`config.mk`:
```
export PLATFORM = sky130hd
export DESIGN_NAME = spw_byte_mem_writer
export DESIGN_NICKNAME = d
export VERILOG_FILES = /design/src/rtl/spw_mem_writer_pkg.sv /design/src/rtl/spw_byte_lane_packer.sv /design/src/rtl/spw_byte_mem_writer.sv
export SDC_FILE = /design/constraint.sdc
export NUM_CORES = 1
export LEC_CHECK = 0
export ABC_AREA = 1
export BUFFER_PORTS_ARGS = -buffer_cell sky130_fd_sc_hd__buf_2
export CORE_MARGIN = 2
export CORE_UTILIZATION = 50
export DETAILED_ROUTE_END_ITERATION = 10
export PLACE_DENSITY = 0.81
export SETUP_SLACK_MARGIN = 0.2
export SLEW_MARGIN = 0
export SYNTH_ARGS = -nofsm -noshare
export SYNTH_HDL_FRONTEND = slang
export SYNTH_SLANG_ARGS = --single-unit
```
`constraint.sdc`:
```
create_clock -name clk -period 2.3 [get_ports clk]
set_clock_uncertainty 0.15 [all_clocks]
set_input_delay 0.46 -clock clk [delete_from_list [all_inputs] [get_ports clk]]
set_output_delay 0.46 -clock clk [all_outputs]
set_load 0.02 [all_outputs]
```
`src/rtl/spw_mem_writer_pkg.sv`:
```
// Shared constants, FSM state type and byteenable helper for the SpaceWire byte-to-memory writer.
// Latency: n/a (declarations only).
// Backpressure: n/a.
package spw_mem_writer_pkg;

    localparam int ADDR_WIDTH = 18;
    localparam int MEM_DEPTH  = 217088;
    localparam int LEN_WIDTH  = 20;

    typedef enum logic [2:0] {
        IDLE,
        FILL,
        WRITE,
        DONE,
        ABORT
    } t_writer_state;

    // Lanes are always filled from lane 0 upward, so the enable is a thermometer code.
    function automatic logic [3:0] lanes_to_byteenable(input logic [2:0] count);
        logic [3:0] be;
        case (count)
            3'd1:    be = 4'b0001;
            3'd2:    be = 4'b0011;
            3'd3:    be = 4'b0111;
            3'd4:    be = 4'b1111;
            default: be = 4'b0000;
        endcase
        return be;
    endfunction

endpackage

```
`src/rtl/spw_byte_lane_packer.sv`:
```
// Packs bytes little-endian into a 32-bit word; tracks next lane and filled-lane count.
// Latency: byte visible in word the cycle after insert_vld.
// Backpressure: none; the caller must clear before a fifth insert.
module spw_byte_lane_packer (
    input  logic        clk,
    input  logic        reset_n,
    input  logic        clear,
    input  logic        insert_vld,
    input  logic [7:0]  insert_dat,
    output logic [1:0]  lane,
    output logic [31:0] word,
    output logic [2:0]  count
);

    // Clear wins over insert so a flushed or discarded word never keeps stale lanes.
    always_ff @(posedge clk or negedge reset_n) begin
        if (!reset_n) begin
            lane  <= 2'd0;
            word  <= 32'd0;
            count <= 3'd0;
        end else if (clear) begin
            lane  <= 2'd0;
            word  <= 32'd0;
            count <= 3'd0;
        end else if (insert_vld) begin
            word[8*lane +: 8] <= insert_dat;
            lane              <= lane + 2'd1;
            count             <= count + 3'd1;
        end
    end

endmodule

```
`src/rtl/spw_byte_mem_writer.sv`:
```
// Avalon-MM write master: packs a byte stream into words written to consecutive memory addresses.
// Latency: one WRITE cycle after the 4th byte (or final byte); 4 bytes per 5 cycles peak.
// Backpressure: snk_ready only in FILL and dropped while cmd_abort is high; cmd_ready only in IDLE.
module spw_byte_mem_writer
    import spw_mem_writer_pkg::*;
(
    input  logic                  clk,
    input  logic                  reset_n,
    input  logic                  cmd_valid,
    output logic                  cmd_ready,
    input  logic [ADDR_WIDTH-1:0] cmd_base_addr,
    input  logic [LEN_WIDTH-1:0]  cmd_length,
    input  logic                  cmd_abort,
    input  logic [7:0]            snk_data,
    input  logic                  snk_valid,
    output logic                  snk_ready,
    output logic [ADDR_WIDTH-1:0] mem_address,
    output logic [3:0]            mem_byteenable,
    output logic                  mem_chipselect,
    output logic                  mem_write,
    output logic [31:0]           mem_writedata,
    output logic                  mem_clken,
    output logic                  busy,
    output logic                  done,
    output logic                  aborted,
    output logic                  err_addr,
    output logic                  err_wrap,
    output logic [LEN_WIDTH-1:0]  bytes_written
);

    localparam logic [ADDR_WIDTH-1:0] LAST_ADDR = ADDR_WIDTH'(MEM_DEPTH - 1);

    t_writer_state         state;
    t_writer_state         state_nxt;
    logic [ADDR_WIDTH-1:0] addr_q;
    logic [LEN_WIDTH-1:0]  len_q;
    logic [LEN_WIDTH-1:0]  byte_count;
    logic                  err_addr_q;

    logic                  cmd_accept;
    logic                  cmd_bad;
    logic                  byte_accept;
    logic                  last_byte;
    logic                  pk_clear;
    logic [1:0]            pk_lane;
    logic [31:0]           pk_word;
    logic [2:0]            pk_count;

    assign cmd_accept  = (state == IDLE) && cmd_valid;
    assign cmd_bad     = cmd_base_addr > LAST_ADDR;
    assign byte_accept = snk_valid && snk_ready;
    assign last_byte   = (byte_count + LEN_WIDTH'(1)) == len_q;
    // The lane buffer empties after every write and is dropped on an abort out of FILL.
    assign pk_clear    = (state == WRITE) || ((state == FILL) && cmd_abort);

    spw_byte_lane_packer u_packer (
        .clk        (clk),
        .reset_n    (reset_n),
        .clear      (pk_clear),
        .insert_vld (byte_accept),
        .insert_dat (snk_data),
        .lane       (pk_lane),
        .word       (pk_word),
        .count      (pk_count)
    );

    // State register.
    always_ff @(posedge clk or negedge reset_n) begin
        if (!reset_n) state <= IDLE;
        else          state <= state_nxt;
    end

    // Next-state and handshake/status decode; abort beats completion except for the write in flight.
    always_comb begin
        state_nxt = state;
        cmd_ready = 1'b0;
        snk_ready = 1'b0;
        mem_write = 1'b0;
        busy      = 1'b1;
        done      = 1'b0;
        aborted   = 1'b0;
        case (state)
            IDLE: begin
                busy      = 1'b0;
                cmd_ready = 1'b1;
                if (cmd_valid && !cmd_bad) begin
                    state_nxt = (cmd_length == '0) ? DONE : FILL;
                end
            end
            FILL: begin
                snk_ready = !cmd_abort;
                if (cmd_abort) begin
                    state_nxt = ABORT;
                end else if (snk_valid && ((pk_lane == 2'd3) || last_byte)) begin
                    state_nxt = WRITE;
                end
            end
            WRITE: begin
                mem_write = 1'b1;
                if (cmd_abort)                 state_nxt = ABORT;
                else if (byte_count == len_q)  state_nxt = DONE;
                else                           state_nxt = FILL;
            end
            DONE: begin
                done      = 1'b1;
                state_nxt = IDLE;
            end
            ABORT: begin
                aborted   = 1'b1;
                state_nxt = IDLE;
            end
            default: state_nxt = IDLE;
        endcase
    end

    // Command latch, byte/commit counters, address advance with wrap, and error flags.
    always_ff @(posedge clk or negedge reset_n) begin
        if (!reset_n) begin
            addr_q        <= '0;
            len_q         <= '0;
            byte_count    <= '0;
            bytes_written <= '0;
            err_wrap      <= 1'b0;
            err_addr_q    <= 1'b0;
        end else begin
            err_addr_q <= 1'b0;
            if (cmd_accept) begin
                err_wrap <= 1'b0;
                if (cmd_bad) begin
                    err_addr_q <= 1'b1;
                end else begin
                    addr_q        <= cmd_base_addr;
                    len_q         <= cmd_length;
                    byte_count    <= '0;
                    bytes_written <= '0;
                end
            end
            if (byte_accept) begin
                byte_count <= byte_count + LEN_WIDTH'(1);
            end
            if (state == WRITE) begin
                bytes_written <= bytes_written + LEN_WIDTH'(pk_count);
                if (addr_q == LAST_ADDR) begin
                    addr_q   <= '0;
                    err_wrap <= 1'b1;
                end else begin
                    addr_q <= addr_q + ADDR_WIDTH'(1);
                end
            end
        end
    end

    assign err_addr       = err_addr_q;
    assign mem_clken      = 1'b1;
    assign mem_chipselect = mem_write;
    assign mem_address    = mem_write ? addr_q : '0;
    assign mem_writedata  = mem_write ? pk_word : 32'd0;
    assign mem_byteenable = mem_write ? lanes_to_byteenable(pk_count) : 4'd0;

endmodule

```
==> reports/results.ini, run 1 <==
[logic_synthesis]
async_flop_share_pct=100.0
synth_xor_xnor_area_share_pct=4.231
synth.area.mux_share_pct=0.2763
syn_avg_cell_area_sq_um=7.400
synth_edf_count=0
yosysSeqAreaShare_pct=41.45
yosysUniqueCellTypes=46
synth_fp_nets=1046
mappedNetlistArea_sq_um=7244
synth.largest_area_cell=dfrtp_1
synthAdderAreaFrac_pct=2.867
synth_top_family_by_area=simple AND/OR/NAND/NOR gates
ys.flop_type=dfrtp_1
synth-seq-cells=120
yosys-top-cells-area=dfrtp_1 41%, nand2_1 12%, inv_1 7.5%
synth-simple-area-share_pct=29.03
synth_compound_area_share_pct=12.14
synth_top_area_share_pct=41.45
syn_inst=979
yosysWarnings=0

[sta]
holdWs_ns=0.08954
maxSlewViolCount=0
slew_headroom_pct=62.91
rsz0062_at_grt=yes
setup_viol=79
period_share_pct=114.3
worstMarginPinSlew_ns=0.5512
worst_slack_ns=-0.3291
period_needed_ns=2.629
fmax_mhz=380.4
final_hold_viol_count=0

[cts]
cts_buffer_depth=2
clock-sinks=120
cts_buffers=17
insertion_delay_ns=0.44
clk_pin_slew_ns=0.06
cts-root-buf=clkbuf_16
ctsHtreeMaxLevel=4
cts_tree=built

[power_and_ir_drop]
power.density_nw_per_um2=1030
peakVddDrop_v=0.0007333
power_leakage_uw=0.005265
pwr-share-seq_pct=27.9
power_switching_uw=5019
p_sw_share_pct=44.40
p_int_uw=6286
clockPowerShare_pct=23.7
power_frac_comb_pct=48.4

[critical_path]
end_kind=output port
crit_slowest_cell=dfrtp_2
worstSetupEndpoint=mem_writedata[2]
cp_max_fo=24
cp_slowest_stage_delay_ns=0.44
cp-start-kind=register
cp.arrival_ns=2.02
timing.rr.end=bytes_written[16]
worstRegToRegCells=13
cp.required_ns=1.69
crit_type=reg -> out
worstPathCellList=nor3_4, inv_4, bufbuf_16, nor2_1, buf_4
worstReg2RegStart=u_packer.count[0]
reg2reg_slack_ns=-0.31
crit_start=state[2]

[layout]
fill_cells=766
register_area_sq_um=3019
fin_util_pct=78.15
drive_gt1_share_pct=38.89
antenna_cells=0
area_delta_synth_final_pct=51.49
multi_input_area_sq_um=4499
finalNetCount=1265

[global_route]
grt_use_total_pct=31.57
grt_max_degree=49
grt_pass1_wl_um=39450
antenna_found_initial=0
grt_overflow=0
grt_pass1_vias=7648

[die]
die_h_um=124.4
rows=43
die_area_sq_um=15470
die_w_um=124.4
io-pin-count=135
start_util_pct=51.59
coreArea_sq_um=14040

[outcome]
status=finished, violations left
violations=negative setup slack

[routing]
vias=8702
viasPerCell=6.256
drt-pass1-iter-count=7
wl_per_cell_um=21.54
drt-initial-drc-count=1359
drc=0
wl_um=29970
ant_nets=0

[placed_design]
port_buffers=133
hpwl_um=14300
gp_congestion=0.9625

[hold_path]
hold_class=in -> reg

[run]
maxCapViolCount=0

[Yosys cell counts, drive strengths merged (2+ instances only)]
cell type,count
xor2,29
o21ai,74
nand2,243
nand3b,3
buf,16
nor2,116
a22oi,7
nand3,53
nor4,9
o22ai,25
nor3,22
o31ai,3
clkbuf,14
ha,15
mux2i,2
o32ai,9
nand4,21
dfrtp,120
o211ai,3
a21oi,22
xnor2,6
a22o,2
inv,154
a31oi,3
[state kept, by name (all words and copies together), names as in the netlist]
register,count
len_q,20
u_packer.lane,2
err_wrap,1
err_addr,1
byte_count,20
u_packer.count,3
bytes_written,20
state,3
u_packer.word,32
addr_q,18
[power groups by stage]
stage               sequential, uW  clock, uW  combinational (uW)
floorplan                     3010          0                2360
global placement              3070          0                3360
detailed placement            3090          0                3430
CTS                           3060       2610                4250
global route                  3190       2780                5750
finish                        3160       2680                5470
[how the worst min path moves through the flow]
stage                         from           endpoint  slack [ns]  cells past startpoint
floorplan                  reset_n          addr_q[0]        0.01                      0
CTS                 cmd_length[16]          len_q[16]        0.09                      3
global route        cmd_length[14]          len_q[14]        0.10                      3
detailed placement         reset_n  bytes_written[12]        0.29                      1
finish              cmd_length[15]          len_q[15]        0.09                      3
global placement           reset_n  bytes_written[12]        0.29                      1
[routing by layer]
metal	vias to the layer above	wire, um	global-route usage [%]
li1	3615	-	-
met4	0	2080	12.43
met5	-	0	0
met3	253	3244	7.431
met1	4029	10670	40.62
met2	805	13970	51.59
[per-stage QoR]
| stage | instance area (sq um) | std cells | total power, uW | worst slack, ns | setup TNS (ns) |
|---|---|---|---|---|---|
| 3_5_place_dp | 8348 | 1289 | 6527 | 0.04622 | 0 |
| 5_1_grt | 10970 | 1391 | 11720 | -0.3673 | -13.38 |
| 4_1_cts | 10120 | 1358 | 9927 | -0.09096 | -1.599 |
| 3_3_place_gp | 8348 | 1289 | 6428 | 0.09716 | 0 |
| 6_report | 10970 | 1391 | 11310 | -0.3291 | -9.965 |
| 2_1_floorplan | 7348 | 979 | 5369 | 0.07992 | 0 |
[kinds of logic after synthesis]
logic type               after synthesis
other                                  1
adder cells (fa/ha/maj)               16
AO/OA/AOI/OAI                        151
AND/OR/NAND/NOR                      470
flip-flops                           120
buffers and inverters                184
XOR/XNOR                              35
multiplexers                           2
[area by class of cell]
| class | instances | area share (%) |
|---|---|---|
| Inverter | 154 | 5.438 |
| Sequential cell | 120 | 27.51 |
| Timing Repair Buffer | 228 | 18.65 |
| Tap cell | 180 | 2.052 |
| Clock inverter | 8 | 0.6157 |
| Clock buffer | 24 | 4.663 |
| Timing Repair inverter | 1 | 0.06841 |
| Multi-Input combinational cell | 676 | 41.00 |
[timing repair]
| action | in CTS | in global routing |
|---|---|---|
| hold buffers | 1 | 0 |
| endpoints found under the hold margin | 31 | 0 |
| setup buffers | 29 | 29 |
| pin swaps | 18 | 58 |
| setup endpoints to repair | 84 | 132 |
| cloned | 7 | 4 |
| resized for setup | 221 | 161 |
[cell usage in the layout, fill, tap and decap left out, types with 12 or more instances in the layout]
cell / count
inv_1: 130
dfrtp_2: 13
nand2_2: 20
nand3_1: 43
dfrtp_1: 107
a21oi_1: 12
inv_2: 17
o21ai_1: 22
nand2_1: 214
clkbuf_16: 18
buf_6: 60
xor2_1: 28
nor2_1: 40
nor2_4: 55
nor3_1: 13
buf_4: 71
o21ai_0: 44
nand4_1: 21
nor2_2: 19
buf_2: 78
o22ai_1: 15
[worst max-delay path: cells and delay by family (launching register included)]
family                 cells  cell delay, ns
AND/OR/NAND/NOR            2            0.47
buffers and inverters      3            0.65
flip-flops                 1            0.44
No activity file was read; power rests on OpenSTA's default activity.
==> inputs of run 2 (changes only) <==
CELL_PAD_IN_SITES_DETAIL_PLACEMENT = 0   (was default)
CELL_PAD_IN_SITES_GLOBAL_PLACEMENT = 2   (was default)
CORE_UTILIZATION = 32   (was 50)
PLACE_DENSITY = 0.89   (was 0.81)
==> reports/results.ini, run 2 (synthesis results as in run 1) <==
[outcome]
status=finished, violations left
violations=negative setup slack

[cts]
cts_buffers=17
clk_pin_slew_ns=0.06
ctsHtreeMaxLevel=4
cts_buffer_depth=2
clock-sinks=120
cts-root-buf=clkbuf_16
cts_tree=built
insertion_delay_ns=0.42

[layout]
largest_register=u_packer.word
layout_common_cells=213 x nand2_1, 131 x inv_1, 110 x dfrtp_1, 79 x buf_4, 73 x buf_2
final_common_cell=nand2_1
drive_gt1_share_pct=40.44
multi_input_area_sq_um=4476
register_area_sq_um=3015
finalNetCount=1278
stdcell_area_sq_um=11240
largest_reg_flops=32
antenna_cells=0
area_delta_synth_final_pct=55.15
fill_cells=2160

[critical_path]
crit_start=state[2]
end_kind=output port
worstRegToRegCells=14
crit_slowest_cell=dfrtp_2
crit_type=reg -> out
cp_max_fo=8
reg2reg_slack_ns=0.04
cp.required_ns=1.69
cp-start-kind=register
worstReg2RegStart=u_packer.count[1]
worstSetupEndpoint=mem_address[1]
timing.rr.end=bytes_written[13]
cp_slowest_stage_delay_ns=0.43
cp.arrival_ns=1.79
worstPathCellList=nor3_4, clkinv_4, buf_12, buf_16, nor2_4, buf_6

[die]
die_h_um=154.5
start_util_pct=32.29
io-pin-count=135
rows=55
die_w_um=154.5
die_area_sq_um=23860
coreArea_sq_um=22430

[hold_path]
hold_class=in -> reg

[routing]
wl_per_cell_um=15.59
drt-initial-drc-count=425
drt-pass1-iter-count=4
wl_um=23530
drc=0
viasPerCell=4.847
vias=7314
ant_nets=0

[sta]
worst_slack_ns=-0.09993
rsz0062_at_grt=yes
final_hold_viol_count=0
setup_viol=26
fmax_mhz=416.7
period_share_pct=104.3
setup_tns_ns=-1.659
period_needed_ns=2.400
maxSlewViolCount=0

[global_route]
grt_overflow=0
antenna_found_initial=0
grt_max_degree=55
grt_pass1_wl_um=36290
grt_use_total_pct=18.98
met2_usage_pct=30.87
grt_pass1_vias=7020
gr-usage-met3_pct=3.250
top_usage_layer=met2
use_met1_pct=26.20

[placed_design]
gp_congestion=0.8453
port_buffers=133
dpl_cell_area_sq_um=8561
hpwl_um=15930

[power_and_ir_drop]
power.density_nw_per_um2=988.6
peakVddDrop_v=0.0005536
power_leakage_uw=0.005286
p_total_uw=11110

[run]
maxCapViolCount=0

==> run 2: power by group <==
group	switching (uW)	internal (uW)	total, uW	leakage, uW
clock	1100	1650	2750	0.000292
sequential	453	2610	3070	0.00158
combinational	3110	2180	5290	0.00341
==> run 2: cell type report <==
cell class	instances	area share (%)
clock buffer	18	3.907
clock inverter	14	1.458
inverter	154	5.377
multi-input combinational	676	39.82
sequential	120	26.83
tap	285	3.173
timing repair buffer	241	19.37
timing repair inverter	1	0.06679
==> run 2: worst min path at each step <==
stage                         from   endpoint  cells past startpoint
finish              cmd_length[14]  len_q[14]                      3
global route        cmd_length[14]  len_q[14]                      3
global placement           reset_n  addr_q[3]                      1
CTS                 cmd_length[10]  len_q[10]                      3
floorplan                  reset_n  addr_q[0]                      0
detailed placement         reset_n  addr_q[3]                      1
==> run 2: metal layers <==
layer	vias to the layer above	wire length [um]
met2	148	11380
met4	0	324
met3	19	789
met1	3508	11030
li1	3639	-
met5	-	0
==> run 2: critical path: cells and delay by family, from the launching register on <==
family | cells | cell delay (ns)
flops | 1 | 0.43
buf+inv | 4 | 0.60
simple gates | 2 | 0.33
==> run 2: stage by stage <==
step | setup slack, ns | hold slack [ns] | std cells | util (%)
global placement | 0.06943 | 0.2692 | 1403 | 38.16
finish | -0.09993 | 0.1066 | 1509 | 50.10
CTS | -0.1048 | 0.09152 | 1458 | 44.03
floorplan | 0.07992 | 0.01441 | 979 | -
detailed placement | 0.03321 | 0.2698 | 1403 | 38.16
global route | -0.1679 | 0.1077 | 1509 | 50.10
==> run 2: what timing repair did <==
action                                 4_1_cts  5_1_grt
buffers inserted                            18       46
hold buffers                                 1        0
endpoints found under the hold margin       24        0
resized for setup                          141      268
pin swaps                                   11       60
gates cloned                                 4        5
setup endpoints to repair                   86      154
